<file path="config.mk">
export PLATFORM = sky130hd
export DESIGN_NAME = piso_serializer
export DESIGN_NICKNAME = d
export VERILOG_FILES = /design/src/rtl/piso_pkg.sv /design/src/rtl/piso_serializer.sv
export SDC_FILE = /design/constraint.sdc
export NUM_CORES = 1
export LEC_CHECK = 0
export ABC_AREA = 0
export BUFFER_PORTS_ARGS = -buffer_cell sky130_fd_sc_hd__buf_2
export CORE_UTILIZATION = 37
export CTS_BUF_LIST = sky130_fd_sc_hd__clkbuf_4 sky130_fd_sc_hd__clkbuf_8
export CTS_CLUSTER_SIZE = 30
export DETAILED_ROUTE_END_ITERATION = 10
export GPL_ROUTABILITY_DRIVEN = 1
export PLACE_DENSITY = 0.65
export SLEW_MARGIN = 10
export SYNTH_ARGS = -nofsm -noshare
export SYNTH_HDL_FRONTEND = slang
export SYNTH_SLANG_ARGS = --single-unit
</file>
<file path="constraint.sdc">
create_clock -name clk -period 2.55 [get_ports clk]
set_clock_uncertainty 0.05 [all_clocks]
set_input_delay 0.255 -clock clk [delete_from_list [all_inputs] [get_ports clk]]
set_output_delay 0.255 -clock clk [all_outputs]
set_load 0.005 [all_outputs]
</file>
<file path="src/rtl/piso_pkg.sv">
// Shared types and defaults for the parallel-in / serial-out serializer.
// Holds the FSM state encoding and the default word width.
package piso_pkg;

  localparam int DEFAULT_WIDTH = 4;

  typedef enum logic {
    IDLE  = 1'b0,
    SHIFT = 1'b1
  } piso_state_e;

endpackage : piso_pkg

</file>
<file path="src/rtl/piso_serializer.sv">
// Parallel-in / serial-out serializer with a one-word skid (hold) register so a
// continuously valid upstream produces a gap-free serial stream.
module piso_serializer
  import piso_pkg::*;
#(
  parameter int WIDTH     = DEFAULT_WIDTH,
  parameter bit MSB_FIRST = 1'b0
) (
  input  logic             clk,
  input  logic             rst,
  input  logic             in_valid,
  input  logic [WIDTH-1:0] in_data,
  output logic             in_ready,
  output logic             ser_out,
  output logic             ser_valid,
  output logic             word_done,
  output piso_state_e      dbg_state
);

  // Handshake: a word transfers on a rising edge where in_valid && in_ready.
  // in_ready depends only on the hold flag and reset, never on in_valid, and
  // the serial side has no backpressure: ser_out is valid whenever ser_valid.

  localparam int CW = $clog2(WIDTH);
  localparam logic [CW-1:0] LAST = CW'(WIDTH - 1);

  piso_state_e      state_q, state_d;
  logic [WIDTH-1:0] sreg_q, sreg_d;
  logic [WIDTH-1:0] hold_q, hold_d;
  logic             full_q, full_d;
  logic [CW-1:0]    cnt_q, cnt_d;

  logic             accept;
  logic [WIDTH-1:0] shifted;
  logic             head_bit;

  assign in_ready = rst & ~full_q;
  assign accept   = in_valid & in_ready;

  // The outgoing bit always sits at the end the register shifts away from.
  assign shifted  = MSB_FIRST ? {sreg_q[WIDTH-2:0], 1'b0} : {1'b0, sreg_q[WIDTH-1:1]};
  assign head_bit = MSB_FIRST ? sreg_q[WIDTH-1] : sreg_q[0];

  always_ff @(posedge clk or negedge rst) begin
    if (!rst) begin
      state_q <= IDLE;
      sreg_q  <= '0;
      hold_q  <= '0;
      full_q  <= 1'b0;
      cnt_q   <= '0;
    end else begin
      state_q <= state_d;
      sreg_q  <= sreg_d;
      hold_q  <= hold_d;
      full_q  <= full_d;
      cnt_q   <= cnt_d;
    end
  end

  always_comb begin
    state_d = state_q;
    sreg_d  = sreg_q;
    hold_d  = hold_q;
    full_d  = full_q;
    cnt_d   = cnt_q;
    case (state_q)
      IDLE: begin
        if (accept) begin
          sreg_d  = in_data;
          cnt_d   = '0;
          state_d = SHIFT;
        end
      end
      SHIFT: begin
        if (cnt_q != LAST) begin
          sreg_d = shifted;
          cnt_d  = cnt_q + CW'(1);
          if (accept) begin
            hold_d = in_data;
            full_d = 1'b1;
          end
        end else if (full_q) begin
          sreg_d = hold_q;
          hold_d = '0;
          full_d = 1'b0;
          cnt_d  = '0;
        end else if (accept) begin
          // Word arriving exactly on the last bit bypasses the hold register.
          sreg_d = in_data;
          cnt_d  = '0;
        end else begin
          sreg_d  = '0;
          cnt_d   = '0;
          state_d = IDLE;
        end
      end
      default: state_d = IDLE;
    endcase
  end

  assign ser_valid = (state_q == SHIFT);
  assign ser_out   = ser_valid & head_bit;
  assign word_done = ser_valid & (cnt_q == LAST);
  assign dbg_state = state_q;

endmodule : piso_serializer

</file>
# Word-level counts from Yosys, hierarchy flattened
# Cells that the tools add are included.
# word_totals
word_cells	35
input_bits	7
output_inout_bits	5
ff_bits	12
# classes
n_bitwise	6
n_mux	16
reduce_logical	3
n_addsub	1
eq_ne	4
# ops
operator	n
2-to-1 mux 4 bit	6
case mux 4 bit (2 select lines)	1
inequality test 2 bit, second input constant	3
2-to-1 mux 1 bit	5
bitwise AND 1 bit	4
2-to-1 mux 2 bit	2
case mux 2 bit (2 select lines)	1
AND reduction 3 bit	1
adder 2 x 1 -> 2 bit, second input constant	1
== test 2 bit, second input constant	1
inverter 1 bit	2
case mux 1 bit (2 select lines)	1
AND reduction 2 bit	1
nonzero test 2 bit	1

# Logic depth before layout (Yosys ltp)
# logic_depth
depth_word	7
mapped_depth	5
mapped_depth_nobuf	4

# Least setup slack after synthesis
# No wires, ideal clock.
# synth_timing
path_type	register to register
start	reg cnt_q[0]
end	reg hold_q[3]
path_stages_with_launch	5
period_less_slack_ns	1.287
t_arrival_ns	1.113
required_time_ns	2.376
setup_slack_ns	1.263
n_path_buf	0
path_cell_list	dfrtp_1 -> ha_1 -> inv_2 -> o21ai_1 -> a211o_1
# synth_between
elab_chain_cells	3
# synth_rtl
element	line_no	rtl
start, declared	piso_serializer.sv:31	logic [CW-1:0] cnt_q, cnt_d;
start signal, assigned	piso_serializer.sv:56	cnt_q <= cnt_d;
inequality test 2 bit *	piso_serializer.sv:75	if (cnt_q != LAST) begin
inequality test 2 bit (no line) / nonzero test 2 bit (equally long branches)	n/a	
AND reduction 3 bit (no line)	n/a	
end signal, assigned	piso_serializer.sv:54	hold_q <= hold_d;
end, declared	piso_serializer.sv:29	logic [WIDTH-1:0] hold_q, hold_d;
# Every way passes the cells marked *; elsewhere a longest branch is shown, timed or not.
# A chain may end at the register's enable or synchronous reset.

# Worst setup path in the final report
# layout_timing
start	in rst
end	out in_ready
# layout_between
elab_chain_cells	1
# layout_rtl
element	line_no	rtl
start, declared	piso_serializer.sv:10	input logic rst,
bitwise AND 1 bit	piso_serializer.sv:37	assign in_ready = rst & ~full_q;
end, declared	piso_serializer.sv:13	output logic in_ready,
# Every way passes these cells.

==> metrics.md <==
| Metric | Value |
|---|---|
| Status | `completed` |
| Slew Limit Headroom | `63.9%` |
| Layout Cell Area excl Fill | `758 um^2` |
| Post-Syn Area per Cell | `10.5 um^2` |
| Crit Reg-Reg Startpoint | `dbg_state` |
| Synth Register Bits | `12` |
| Total setup buffers inserted after CTS | `0` |
| WP data arrival | `1.57 ns` |
| Unrepaired setup endpoints after global routing | `no` |
| Min-delay worst type | `input port to register` |
| # rows | `14` |
| Drt total wl | `1290 um` |
| DRT Pass-1 Iters | `4` |
| Via count | `518` |
| Die width | `44.3 um` |
| Syn. warnings | `0` |
| Setup WS post-layout | `0.673 ns` |
| PostCTS Resize Cnt | `0` |
| Final ANT Viol Nets | `0` |
| Final setup vio count | `0` |
| Power Density | `1220 mW/mm^2` |
| Clock-pin transition on the worst setup and hold timing paths | `0.08 ns` |
| Hold_sp | `in_data[1]` |
| Maximum vdd drop | `0.673 mV` |
| Mapped Nets | `71` |
| Cells after synthesis | `63` |
| GRT Overall Usage | `15.2%` |
| Critical path peak fanout | `15` |
| Sink of the worst hold path | `sreg_q[1]` |
| Initial Util | `41.5%` |
| Worst path top cell family by delay | `buffers and inverters` |
| Die height | `44.3 um` |
| Input/output buffers | `11` |
| Cell variety after synth | `27` |
| Layout cell share with drive strength beyond 1 | `28.4%` |
| FF-to-FF End | `hold_q[3]` |
| Die area | `0.00196 mm^2` |
| Setup Crit Path Kind | `input port to output pin` |
| Vias in the first global route | `473` |
| Worst skew pair latency | `0.28 ns` |
| Initial antenna violation count | `0` |
| Dpl ws | `1.03 ns` |
| Worst-case reg-to-reg path depth | `2` |
| Primary FF master, synth | `dfrtp_1` |
| Yosys top cell area share | `45.4%` |
| Drt wl/cell | `13.2 um` |
| Deepest clock path buffer count | `2` |
| Fmax | `533 MHz` |
| Slowest stage delay, CP | `0.53 ns` |
| Antenna cells | `0` |
| Final std cells w/o fill | `98` |
| Clock sink total | `12` |
| Iteration-0 DRC count of the detailed router | `12` |
| Overall power | `0.926 mW` |
| Post-Syn Area | `662 um^2` |
| Yosys top cell by area | `dfrtp_1` |
| Hold-critical path depth | `3` |
| Leading cell type in the layout, fill and taps excluded | `dfrtp_1` |
| Area grow syn2layout | `14.6%` |
| Crit path cell chain | `dlygate4sd3_1 > buf_2 > nor2b_1 > buf_2` |
| Leak | `0.353 nW` |
| Nets | `83` |
| GRT overflow | `0` |
| WHS | `0.256 ns` |
| CP endpoint kind | `output pin` |
| Slowest CP cell | `dlygate4sd3_1` |
| CTS tree | `done` |
| Area post-placement | `712 um^2` |
| Core box area | `0.00159 mm^2` |
| Setup crit start kind | `input port` |
| CP Data Required Time | `2.25 ns` |
| Slew of the pin with the lowest slew margin | `0.542 ns` |
| Util after Layout | `47.6%` |
| I/O Pins | `12` |
| CP bufs+invs | `3` |
| Synth area leaders | `dfrtp_1 (45%), o2bb2ai_1 (7.9%), a32oi_1 (5.3%)` |
| DR DRC count | `0` |
| Maxcap violations | `0` |
| Largest net degree at the start of global routing | `20` |
| Via density | `5.29` |
| Hpwl dp | `912 um` |
| Final Hold Fails | `0` |
| Tcrit/Tclk final | `73.6%` |
| H-tree depth | `1` |
| Most common cell on crit path | `buf_2` |
| Root buf cell | `clkbuf_4` |
| Final Wtd Congestion | `0.801` |
| Max Transition Viols Final | `0` |
| Post-synthesis sequential area ratio | `45.4%` |
| TNS Setup | `0 ns` |
| Global-route wire length before repair | `2090 um` |
| Slack of the worst reg-to-reg path | `1.09 ns` |
| Placed cell count | `93` |
| EDFF count, synth | `0` |
| Crit path time final | `1.88 ns` |
| Commonest cells after routing, fill and taps aside | `dfrtp_1 (12), buf_2 (11), o2bb2ai_1 (6)` |
| Num CTS Buffers | `3` |
| Ys async rst share | `100%` |
==> how the worst max path moves through the flow <==
stage	startpoint	endpoint	slack (ns)	cells past startpoint
floorplan	cnt_q[0]	hold_q[3]	1.26	4
global placement	rst	sreg_q[3]	1.03	4
detailed placement	rst	sreg_q[3]	1.03	4
CTS	rst	in_ready	0.66	4
global route	rst	in_ready	0.57	4
finish	rst	in_ready	0.67	4
==> layout make-up <==
| type | count | area, um^2 |
|---|---|---|
| clock buffer | 4 | 36.3 |
| multi-input combinational | 44 | 319 |
| timing repair buffer | 12 | 65.1 |
| tap | 24 | 30.0 |
| fill | 159 | 836 |
| inverter | 2 | 7.51 |
| sequential | 12 | 300 |
==> power by group <==
| group | total, mW | switching, mW | internal (mW) |
|---|---|---|---|
| Combinational | 0.378 | 0.184 | 0.194 |
| Sequential | 0.395 | 0.106 | 0.288 |
| Clock | 0.153 | 0.0663 | 0.0869 |
| Total | 0.926 | 0.357 | 0.569 |
==> synth_stat cells (all sizes together), types with 2 or more instances <==
cell type and number:
o21ai 2, inv 2, dfrtp 12, buf 4
nor2 5, a22oi 3, o22ai 2, and2 5
a21bo 3, a32oi 4, o2bb2ai 6, nand2 4
==> metal layers <==
layer,global-route usage (%),share of wire [%],vias up
met3,6.12,6.1,2
met5,0,0,-
met2,20.6,42,17
met4,5.45,1.2,0
met1,21.7,51,244
li1,-,-,255
==> sequential cells by signal, summed over array words and instances, names as in the netlist <==
name	count
cnt_q	2
dbg_state	1
full_q	1
hold_q	4
sreg_q	4
==> logic make-up after synthesis <==
| logic type | count (synthesis) | synth area share, % |
|---|---|---|
| AND/OR/NAND/NOR | 20 | 18.1 |
| adder cells (fa/ha/maj) | 1 | 1.89 |
| buffers and inverters | 7 | 6.42 |
| flip-flops | 12 | 45.4 |
| multiplexers | 1 | 1.51 |
| AO/OA/AOI/OAI | 22 | 26.7 |
==> worst min-delay path, stage by stage <==
cell and delay [ns]:
buf_2 0.09, a22oi_1 0.08, o2bb2ai_1 0.13
==> repair_timing <==
| item | 4_1_cts | 5_1_grt |
|---|---|---|
| hold endpoints to repair | 12 | 0 |
| hold buffers | 1 | 0 |
| endpoints found under the setup margin | 0 | 0 |
Power figures use the tool's default switching activity.
